===== src/rtl/vga_pkg.sv =====
// Shared timing constants, coordinate type and sync/visible-area decode
// for the 640x480@60 Hz raster generator.
package vga_pkg;

    localparam int COORD_W   = 10;
    localparam int COORD_MAX = 2 ** COORD_W;

    // Default 640x480@60 Hz timing, in pixels and lines
    localparam int VGA_H_VIS  = 640;
    localparam int VGA_H_FP   = 16;
    localparam int VGA_H_SYNC = 96;
    localparam int VGA_H_BP   = 48;
    localparam int VGA_V_VIS  = 480;
    localparam int VGA_V_FP   = 10;
    localparam int VGA_V_SYNC = 2;
    localparam int VGA_V_BP   = 33;

    localparam int VGA_H_TOTAL = VGA_H_VIS + VGA_H_FP + VGA_H_SYNC + VGA_H_BP;
    localparam int VGA_V_TOTAL = VGA_V_VIS + VGA_V_FP + VGA_V_SYNC + VGA_V_BP;
    localparam int VGA_HS_INI  = VGA_H_VIS + VGA_H_FP;
    localparam int VGA_HS_FIM  = VGA_HS_INI + VGA_H_SYNC - 1;
    localparam int VGA_VS_INI  = VGA_V_VIS + VGA_V_FP;
    localparam int VGA_VS_FIM  = VGA_VS_INI + VGA_V_SYNC - 1;

    typedef logic [COORD_W-1:0] coord_t;

    typedef struct packed {
        logic hsync;
        logic vsync;
        logic video_on;
    } sinais_t;

    // Sync pulses are active-low inside their inclusive [ini, fim] window.
    function automatic sinais_t decodifica(
        input coord_t px,
        input coord_t py,
        input coord_t h_vis,
        input coord_t v_vis,
        input coord_t hs_ini,
        input coord_t hs_fim,
        input coord_t vs_ini,
        input coord_t vs_fim
    );
        sinais_t s;
        s.hsync    = !((px >= hs_ini) && (px <= hs_fim));
        s.vsync    = !((py >= vs_ini) && (py <= vs_fim));
        s.video_on = (px < h_vis) && (py < v_vis);
        return s;
    endfunction

endpackage


===== src/rtl/contador_mod.sv =====
// Modulo-N counter with enable; exposes its next value so downstream
// registers can be decoded in step with the count itself.
module contador_mod
    import vga_pkg::*;
#(
    parameter int N = VGA_H_TOTAL
) (
    input  logic               clk,
    input  logic               rst_n,
    input  logic               en,
    output logic [COORD_W-1:0] valor,
    output logic [COORD_W-1:0] valor_prox,
    output logic               wrap
);

    localparam coord_t ULTIMO = coord_t'(N - 1);

    assign wrap = (valor == ULTIMO);

    always_comb begin
        // NOTE: default assignment first so every path drives valor_prox and no latch is inferred.
        valor_prox = valor;
        if (en) begin
            valor_prox = wrap ? '0 : valor + coord_t'(1);
        end
    end

    always_ff @(posedge clk or negedge rst_n) begin
        if (!rst_n) begin
            // NOTE: sequential state uses non-blocking assignments so every register samples pre-edge values.
            valor <= '0;
        end else begin
            valor <= valor_prox;
        end
    end

endmodule


===== src/rtl/gerador_varredura_vga.sv =====
// Raster scan generator: pixel-rate divider, horizontal/vertical counters and
// registered sync, visible-area and end-of-frame outputs.
module gerador_varredura_vga
    import vga_pkg::*;
#(
    parameter int DIV    = 2,
    parameter int H_VIS  = VGA_H_VIS,
    parameter int H_FP   = VGA_H_FP,
    parameter int H_SYNC = VGA_H_SYNC,
    parameter int H_BP   = VGA_H_BP,
    parameter int V_VIS  = VGA_V_VIS,
    parameter int V_FP   = VGA_V_FP,
    parameter int V_SYNC = VGA_V_SYNC,
    parameter int V_BP   = VGA_V_BP
) (
    input  logic               clk,
    input  logic               rst_n,
    output logic [COORD_W-1:0] x,
    output logic [COORD_W-1:0] y,
    output logic               hsync,
    output logic               vsync,
    output logic               video_on,
    output logic               pixel_tick,
    output logic               fim_quadro
);

    localparam int H_TOTAL = H_VIS + H_FP + H_SYNC + H_BP;
    localparam int V_TOTAL = V_VIS + V_FP + V_SYNC + V_BP;

    localparam coord_t H_VIS_C = coord_t'(H_VIS);
    localparam coord_t V_VIS_C = coord_t'(V_VIS);
    localparam coord_t HS_INI  = coord_t'(H_VIS + H_FP);
    localparam coord_t HS_FIM  = coord_t'(H_VIS + H_FP + H_SYNC - 1);
    localparam coord_t VS_INI  = coord_t'(V_VIS + V_FP);
    localparam coord_t VS_FIM  = coord_t'(V_VIS + V_FP + V_SYNC - 1);

    localparam logic [3:0] DIV_ULT = 4'(DIV - 1);

    if (H_TOTAL > COORD_MAX || V_TOTAL > COORD_MAX) begin : g_total_invalido
        $error("gerador_varredura_vga: line or frame total exceeds 1024");
    end
    if (DIV < 1 || DIV > 16) begin : g_div_invalido
        $error("gerador_varredura_vga: DIV must be within 1..16");
    end

    logic [3:0] div_cnt;
    logic       h_wrap;
    logic       v_wrap;
    coord_t     x_prox;
    coord_t     y_prox;
    sinais_t    sinais_q;

    // The tick is registered from the divider state, so the first one lands
    // DIV clks after reset release and the counters step one clk later.
    always_ff @(posedge clk or negedge rst_n) begin
        if (!rst_n) begin
            div_cnt    <= '0;
            pixel_tick <= 1'b0;
        end else begin
            pixel_tick <= (div_cnt == DIV_ULT);
            div_cnt    <= (div_cnt == DIV_ULT) ? '0 : div_cnt + 4'd1;
        end
    end

    contador_mod #(
        .N (H_TOTAL)
    ) u_cont_h (
        .clk        (clk),
        .rst_n      (rst_n),
        .en         (pixel_tick),
        .valor      (x),
        .valor_prox (x_prox),
        .wrap       (h_wrap)
    );

    contador_mod #(
        .N (V_TOTAL)
    ) u_cont_v (
        .clk        (clk),
        .rst_n      (rst_n),
        .en         (pixel_tick && h_wrap),
        .valor      (y),
        .valor_prox (y_prox),
        .wrap       (v_wrap)
    );

    // Decoding the next-state coordinates keeps the registered flags aligned with x/y.
    always_ff @(posedge clk or negedge rst_n) begin
        if (!rst_n) begin
            sinais_q   <= '{hsync: 1'b1, vsync: 1'b1, video_on: 1'b1};
            fim_quadro <= 1'b0;
        end else begin
            sinais_q   <= decodifica(x_prox, y_prox, H_VIS_C, V_VIS_C,
                                     HS_INI, HS_FIM, VS_INI, VS_FIM);
            fim_quadro <= pixel_tick && h_wrap && v_wrap;
        end
    end

    assign hsync    = sinais_q.hsync;
    assign vsync    = sinais_q.vsync;
    assign video_on = sinais_q.video_on;

endmodule


===== config.mk =====
export PLATFORM = sky130hd
export DESIGN_NAME = gerador_varredura_vga
export DESIGN_NICKNAME = d
export VERILOG_FILES = /design/src/rtl/vga_pkg.sv /design/src/rtl/contador_mod.sv /design/src/rtl/gerador_varredura_vga.sv
export SDC_FILE = /design/constraint.sdc
export NUM_CORES = 1
export LEC_CHECK = 0
export BUFFER_PORTS_ARGS = -buffer_cell sky130_fd_sc_hd__buf_4
export CELL_PAD_IN_SITES_DETAIL_PLACEMENT = 0
export CELL_PAD_IN_SITES_GLOBAL_PLACEMENT = 1
export CORE_AREA = 2 2 83 45
export DETAILED_ROUTE_END_ITERATION = 8
export DIE_AREA = 0 0 85 47
export PLACE_DENSITY = 0.94
export SLEW_MARGIN = 15
export SYNTH_ARGS = -nofsm -noshare
export SYNTH_HDL_FRONTEND = slang
export SYNTH_SLANG_ARGS = --single-unit

===== constraint.sdc =====
create_clock -name clk -period 3.6 [get_ports clk]
set_input_delay 0.18 -clock clk [delete_from_list [all_inputs] [get_ports clk]]
set_output_delay 0.18 -clock clk [all_outputs]
set_load 0.01 [all_outputs]

-- After elaboration in Yosys (flattened, before gate mapping)
Index checks and enable logic that the tools add are counted.
W data, S select, Z words.
- add/subtract/negate cells: 3
- multipliers: 0
- div/mod/pow operators: 0
- order comparisons: 6
- eq/ne operators: 3
- shifts and indexed selects: 0
- mux-type cells: 5
- bitwise logic cells: 0
- reduce and logical (&&, ||, !) cells: 7
- operators by type and width (operator ; count):
    $mux W10 ; 4
    $add A10 B1 Y10 const B ; 2
    $eq A10 B10 Y1 const B ; 2
    $ge A10 B10 Y1 const B ; 1
    $ge A10 B9 Y1 const B ; 1
    $le A10 B10 Y1 const B ; 1
    $le A10 B9 Y1 const B ; 1
    $lt A10 B10 Y1 const B ; 1
    $lt A10 B9 Y1 const B ; 1
    $logic_and A1 B1 Y1 ; 5
    $add A4 B1 Y4 const B ; 1
    $eq A4 B1 Y1 const B ; 1
    $mux W4 ; 1
    $logic_not A1 Y1 ; 2
- register bits: 29
- latch bits: 0
- RAM bits: 0
- bits in read-only memories: 0
- bits of input ports: 2
- output and inout bits: 25
- logic and storage cells: 32
- memories kept: 0

-- Depth between registers and ports, before layout
Gate-level depths: netlist of run 1.
- word-level depth: 6
- depth in mapped cells: 8
- depth with buffers taken out: 8

-- Cells and area by module
From an unflattened synthesis of run 1, not the netlist that was laid out.
- cell total of the unflattened synthesis: 134
- area total of the unflattened synthesis: 1435.1 um^2
- modules (own cells, without submodules) (module ; times used ; cells each ; area an instance (um^2) ; seq. area each (um^2)):
    contador_mod at u_cont_h ; 1 ; 52 ; 540.5 ; 250.2
    contador_mod at u_cont_v ; 1 ; 52 ; 536.8 ; 250.2
    gerador_varredura_vga ; 1 ; 30 ; 357.8 ; 229.0

-- Worst setup path after synthesis of run 1
OpenSTA, ideal clock, no wires.
- path kind: register -> register
- start: register u_cont_v.valor[0]
- end: register u_cont_v.valor[7]
- library setup time: 0.130 ns
- arrival: 1.871 ns
- required time: 3.470 ns
- setup slack: 1.599 ns
- stages on the path, launching flop included: 8
- buffers on the path: 0
- period minus slack after synthesis: 2.001 ns
- cell sequence: dfrtp_1 inv_1 ha_1 or4b_4 nor4_4 and2b_2 o21ai_0 o31ai_1
- word-level cells in the longest chain between the ends: 3
- elaborated cells between the ends (all ways): 4
- classes of those cells: 1 x add/sub; 1 x eq/ne; 2 x mux
- ends and longest elaborated chain (element ; line ; source):
    from (decl) ; contador_mod.sv:11 ; output logic [COORD_W-1:0] valor,
    from (signal assigned) ; contador_mod.sv:33 ; valor <= valor_prox;
    $add A10 B1 Y10 / $eq A10 B10 Y1 (equally long branches) ; contador_mod.sv:24, contador_mod.sv:18 ;
    $mux W10 * ; contador_mod.sv:24 ; valor_prox = wrap ? '0 : valor + coord_t'(1);
    $mux W10 * ; contador_mod.sv:23 ; if (en) begin
    named net u_cont_v.valor_prox[7] ; contador_mod.sv:12 ; output logic [COORD_W-1:0] valor_prox,
Mark *: on every way through the listed nets, which the timed path passes. The rest lies on a longest branch.

-- Final worst setup path of run 1
Ends and elaborated chain as after synthesis.

==> metrics.cfg, run 1 <==
[routing]
drt_pass1_iterations=4
wl_um=3608
drt-initial-drc-count=149
ant_nets=0
vias=1187
routedWlPerCell_um=16.47
via_per_inst=5.420
drc=0

[clock_tree]
cts_buffers=5
clk_pin_slew_ns=0.06
clk_path_buf_depth=2
cts_tree=yes
cts_max_level=2
clock_latency_ns=0.28
post_cts_buffers=0
post_cts_resized=0
cts_root_buf=clkbuf_8
cts_sinks=29

[layout]
fill_cells=301
fin_nets=181
area_growth_pct=22.72
final-seq-area_um2=729.5
drive_above_1_share_pct=23.73
multi_input_area_um2=659.4
final_area_um2=1764
final_cell_mix=26 x dfrtp_1, 26 x buf_4, 14 x nand2_1
final_cell_count_no_fill=219
antennaDiodeCount=0

[floorplanning]
die_y_um=47
core_um2=3284
die_area_um2=3995
die_x_um=85
row_count=15
io-pin-count=27
start_util_pct=43.77

[sta]
layout_setup_ws_ns=1.332
fin_tns_setup_ns=0
min_period_over_period_pct=63.00
max_slew_margin_pct=70.03
rsz0062_at_grt=false
max_freq_mhz=440.9
fin_skew_ns=0.002347
finalSetupViolations=0
slew_viol_final=0
worst_slew_pin_slew_ns=0.4462
hold_viol=0
fin_crit_ns=2.268

[placement]
placed_area_um2=1674
gp_congestion=1.031
hpwl_um=2675
port_buffers=26
dp_slack_ns=1.366
dpl.cell_count=210

[synthesis]
synth_cells=144
syn_nets=149
synthArstFlopShare_pct=100.0
yosysWarnings=0
syn_avg_cell_area_um2=9.984
synth.yosys.seq_area_share_pct=50.74
synth_flop_cell=dfrtp_1
synth_seq_cells=29
synth-edff-count=0
synth_area_um2=1438
ys_types=39

[power_and_ir_drop]
clkPwrFrac_pct=43.5
total_power_uw=590.8
peakVddDrop_mv=0.1565
intPower_uw=464.6
comb_power_share_pct=1.3
leakagePower_nw=0.8269
seqPwrFrac_pct=55.2
power.switching_uw=126.2
swShare_pct=21.35
p_per_area_nw_per_um2=334.9

[setup_path]
crit_type=flip-flop to flip-flop
arrival_ns=2.42
crit_family=simple AND/OR/NAND/NOR gates
crit_path_start_kind=flip-flop
cp-end-kind=flip-flop
worstPathCellList=inv_1 -> ha_1 -> or4b_4 -> nor4_4 -> and2b_2 -> o21ai_0 -> o31ai_1
cpPeakStageDelay_ns=0.47
crit_required_ns=3.76
path_max_fanout=7
slowest_stage=or4b_4
crit_buf_inv=1

[grt]
grt_usage_pct=19.79
grt_pass1_vias=1129
grt_first_pass_wirelength_um=5740
grt_max_degree=30
antenna_found_initial=0
grt_overflow=0

[min_path]
min_path_type=input pin to asynchronous set/reset pin

[run_status]
status=complete, no violations

[flow_run]
drv_cap=0

## path summary, 6_finish.rpt
path	to	depth (start not counted)	from	slack [ns]
worst max-delay path	u_cont_v.valor[7]$_DFF_PN0_	7	u_cont_v.valor[0]$_DFF_PN0_	1.33
worst min-delay path	fim_quadro$_DFF_PN0_	2	rst_n	0.36
worst max register to register	u_cont_v.valor[7]$_DFF_PN0_	7	u_cont_v.valor[0]$_DFF_PN0_	1.33
worst min register to register	div_cnt[0]$_DFF_PN0_	1	div_cnt[0]$_DFF_PN0_	0.50
max in group asynchronous	hsync$_DFF_PN1_	2	rst_n	2.92
min in group clk	div_cnt[0]$_DFF_PN0_	1	div_cnt[0]$_DFF_PN0_	0.50
## power groups by stage
stage	registers (mW)	logic (mW)	clock network (mW)
floorplan	0.332	0.000000275	0
global placement	0.332	0.00699	0
detailed placement	0.332	0.00749	0
CTS	0.326	0.00836	0.261
global route	0.326	0.00951	0.279
finish	0.326	0.00774	0.257
## worst reg2reg max path: cells and delay by family, from the launching register on
kind                       cells  cell delay (ns)
adders and majority gates      1             0.14
DFF                            1             0.45
buffers and inverters          1             0.11
AOI/OAI and AO/OA              2             0.29
and+or+nand+nor                3             1.16
## final cells by class
type	count	area share, %
repair buffers	27	11.63
well taps	42	2.979
multi-input cells	103	37.38
flip-flops and latches	29	41.35
clock buffers	8	4.539
inverters	10	2.128
## logic make-up after synthesis
| kind of cell | after synthesis | share of synthesized area (%) |
|---|---|---|
| AOI/OAI and AO/OA | 20 | 8.530 |
| xor gates and xnor gates | 11 | 6.701 |
| adders and majority gates | 4 | 3.308 |
| buffers and inverters | 12 | 3.394 |
| DFF | 29 | 50.74 |
| muxes | 2 | 1.393 |
| and+or+nand+nor | 66 | 25.94 |
## stage by stage
step           hold WS [ns]  util, %
5_1_grt              0.4116    53.71
2_1_floorplan       -0.1156        -
3_5_place_dp         0.1279    50.97
4_1_cts              0.3684    53.71
6_report             0.3631    53.71
3_3_place_gp         0.1147    50.97
## registers in the layout, indices dropped and copies added (netlist names)
| register | count |
|---|---|
| u_cont_h.valor | 10 |
| u_cont_v.valor | 10 |
| div_cnt | 4 |
| fim_quadro | 1 |
| hsync | 1 |
| pixel_tick | 1 |
| video_on | 1 |
| vsync | 1 |
## cells in the mapped netlist, drive strengths merged, types with 4 or more instances
cell / instances / area [um^2]
inv: 10 / 37.54
nand2: 14 / 52.55
xnor2: 6 / 52.55
nand2b: 4 / 27.53
a21oi: 5 / 28.78
nor3: 6 / 30.03
o21ai: 7 / 35.03
xor2: 5 / 43.79
nor2: 12 / 45.04
and3: 5 / 31.28
nand4: 4 / 25.02
nand3: 10 / 50.05
dfrtp: 26 / 650.6
## layer usage
| metal | up-vias | global-route usage, % | routed length [um] | share of wire (%) |
|---|---|---|---|---|
| li1 | 565 | - | - | - |
| met1 | 579 | 29.32 | 1804 | 50 |
| met2 | 36 | 27.81 | 1506 | 42 |
| met3 | 7 | 4.569 | 227 | 6.3 |
| met4 | 0 | 8.889 | 71 | 2.0 |
| met5 | - | 0 | 0 | 0 |
## what timing repair did
item                                   CTS  global route
endpoints found under the hold margin   26             0
hold buffers                             1             0
setup endpoints to repair                0             0
Power figures use the tool's default switching activity.
==> run 2: changes to the inputs <==
ABC_AREA = 1   (was unset)
CORE_AREA = 2 2 98 53   (was 2 2 83 45)
DIE_AREA = 0 0 100 55   (was 0 0 85 47)
PLACE_DENSITY = 0.84   (was 0.94)
clock period = 2 ns   (was 3.6 ns; I/O delays follow)
==> metrics.cfg, run 2 <==
[run_status]
status=complete, no violations

[sta]
worst_hold_slack_ns=0.2872
slew_viol_final=0
max_freq_mhz=550.9
finalSetupViolations=0
fin_tns_setup_ns=0
layout_setup_ws_ns=0.1848
worst_slew_pin_slew_ns=0.3828
hold_viol=0
fin_skew_ns=0.002814
rsz0062_at_grt=false
min_period_over_period_pct=90.76
max_slew_margin_pct=74.48
fin_crit_ns=1.815

[power_and_ir_drop]
intPower_uw=900.1
leakagePower_nw=1.091
power.switching_uw=241.1
p_per_area_nw_per_um2=565.4
peakVddDrop_mv=0.2063
clkPwrFrac_pct=47.3
swShare_pct=21.13
seqPwrFrac_pct=51.4
total_power_mw=1.141
comb_power_share_pct=1.3

[setup_path]
crit_buf_inv=2
arrival_ns=2.02
cp-startpoint=u_cont_h.valor[1]$_DFF_PN0_
path_max_fanout=8
crit_type=flip-flop to flip-flop
crit_family=simple AND/OR/NAND/NOR gates
r2r_start=u_cont_h.valor[1]$_DFF_PN0_
crit_required_ns=2.21
cp-end-kind=flip-flop
crit_top_cell=nand2_1
slowest_stage=dfrtp_2
crit_path_start_kind=flip-flop
worstPathCellList=ha_1 -> nand2_1 -> inv_1 -> nand2_1 -> nor3_4 -> buf_4 -> nand2_1 -> nand2_1 -> nor2_1 -> nand2_1 -> nor2_2 -> nand3_1
cpPeakStageDelay_ns=0.44

[clock_tree]
cts_root_buf=clkbuf_8
cts_buffers=5
clk_pin_slew_ns=0.06
clk_path_buf_depth=2
cts_tree=yes
clock_latency_ns=0.28
cts_max_level=2
cts_sinks=29
post_cts_buffers=0

[synthesis]
synth-edff-count=0
synth_most_common_cell=nand2_1
yosysWarnings=0
synthTopCellsByArea=dfrtp_1 41%, nand2_1 14%, inv_1 8.4%
synthTopCellsByCount=58 x nand2_1, 36 x inv_1, 30 x nor2_1
synthArstFlopShare_pct=100.0
synth_cells=213
yosysTopAreaCellShare_pct=40.56
synth_seq_cells=29
ys_types=25
synth_area_leader_cell=dfrtp_1
synth_flop_cell=dfrtp_1
syn_avg_cell_area_um2=7.531
synth_area_um2=1604
synth.yosys.seq_area_share_pct=45.48
syn_nets=218

[routing]
drc=0
via_per_inst=4.486
vias=1395
ant_nets=0
drt_pass1_iterations=4
routedWlPerCell_um=12.21
wl_um=3796
drt-initial-drc-count=88

[flow_run]
drv_cap=0

[grt]
grt_first_pass_wirelength_um=6147
grt_overflow=0
grt_max_degree=30
grt_usage_pct=15.35
antenna_found_initial=0
grt_pass1_vias=1191

[min_path]
min_path_type=input pin to asynchronous set/reset pin

[placement]
dp_slack_ns=0.07308
port_buffers=26
placed_area_um2=1893
gp_congestion=0.8347
hpwl_um=2886

[floorplanning]
row_count=18
core_um2=4684
die_area_um2=5500
start_util_pct=34.24
io-pin-count=27
die_y_um=55
die_x_um=100

[layout]
top_regs=u_cont_h.valor (10), u_cont_v.valor (10), div_cnt (4)
final_cell_mix=58 x nand2_1, 36 x inv_1, 30 x buf_4
area_growth_pct=25.82
final_area_um2=2018
final_common_cell=nand2_1
fin_nets=255
antennaDiodeCount=0
drive_above_1_share_pct=21.91

[run 2: cell count changes after synthesis, sizes merged, moves of 3 or more]
| cell | delta |
|---|---|
| nand2 | +46 |
| inv | +26 |
| nor2 | +21 |
| nand3 | +14 |
| and3 | -5 |
| nand2b | -4 |
| xor2 | -4 |
| nand4 | -3 |
| o22ai | -3 |
[run 2: kinds of logic (layout without fill, tap and decap cells)]
family / Yosys count / in the layout / share of synthesized area [%]
AOI/OAI and AO/OA: 14 / 14 / 4.992
DFF: 29 / 29 / 45.48
and+or+nand+nor: 125 / 125 / 35.34
buffers and inverters: 37 / 75 / 9.126
xor gates and xnor gates: 5 / 5 / 2.730
adders and majority gates: 3 / 3 / 2.340
[run 2: worst reg2reg max path, delay by kind of cell, from the launching register on]
family | cells | cell delay [ns]
fa+ha+maj | 1 | 0.21
buf+inv | 2 | 0.24
flops | 1 | 0.44
simple gates | 9 | 0.87
[run 2: stage by stage]
step                std cells  util, %
floorplan                 213        -
global placement          302    40.41
detailed placement        302    40.41
CTS                       311    42.79
global route              311    43.08
finish                    311    43.08
[run 2: repair_timing]
action	in CTS	in global routing
resized for setup	0	4
hold buffers	1	0
endpoints found under the hold margin	26	0
endpoints found under the setup margin	0	5
[run 2: area by class of cell]
cell class | instances | area, um^2
fillers | 471 | 2666
flip-flops and latches | 29 | 730.7
clock buffers | 7 | 96.34
repair buffers | 31 | 235.2
clock inverters | 1 | 5.005
well taps | 60 | 75.07
inverters | 36 | 135.1
multi-input cells | 147 | 740.7
[run 2: per-layer routing]
metal  up-vias  share of wire [%]  global-route usage (%)
li1        732                  -                       -
met1       625                 58                   23.74
met2        33                 35                   19.03
met3         5                5.4                   4.899
met4         0                1.0                   5.708
met5         -                  0                       0
[run 2: power by group through the flow]
stage / Combinational, mW / Sequential (mW) / Clock, mW
detailed placement: 0.0140 / 0.598 / 0
CTS: 0.0155 / 0.587 / 0.558
global route: 0.0171 / 0.586 / 0.587
finish: 0.0143 / 0.587 / 0.540
global placement: 0.0135 / 0.598 / 0
floorplan: 0.000000488 / 0.598 / 0
[run 2: final timing paths]
path / to / slack, ns / cells past startpoint
max: vsync$_DFF_PN1_ / 0.18 / 12
max reg2reg: vsync$_DFF_PN1_ / 0.18 / 12
min: div_cnt[0]$_DFF_PN0_ / 0.29 / 2
max in group asynchronous: vsync$_DFF_PN1_ / 1.40 / 2
min in group clk: div_cnt[3]$_DFF_PN0_ / 0.46 / 1
min reg2reg: div_cnt[3]$_DFF_PN0_ / 0.46 / 1
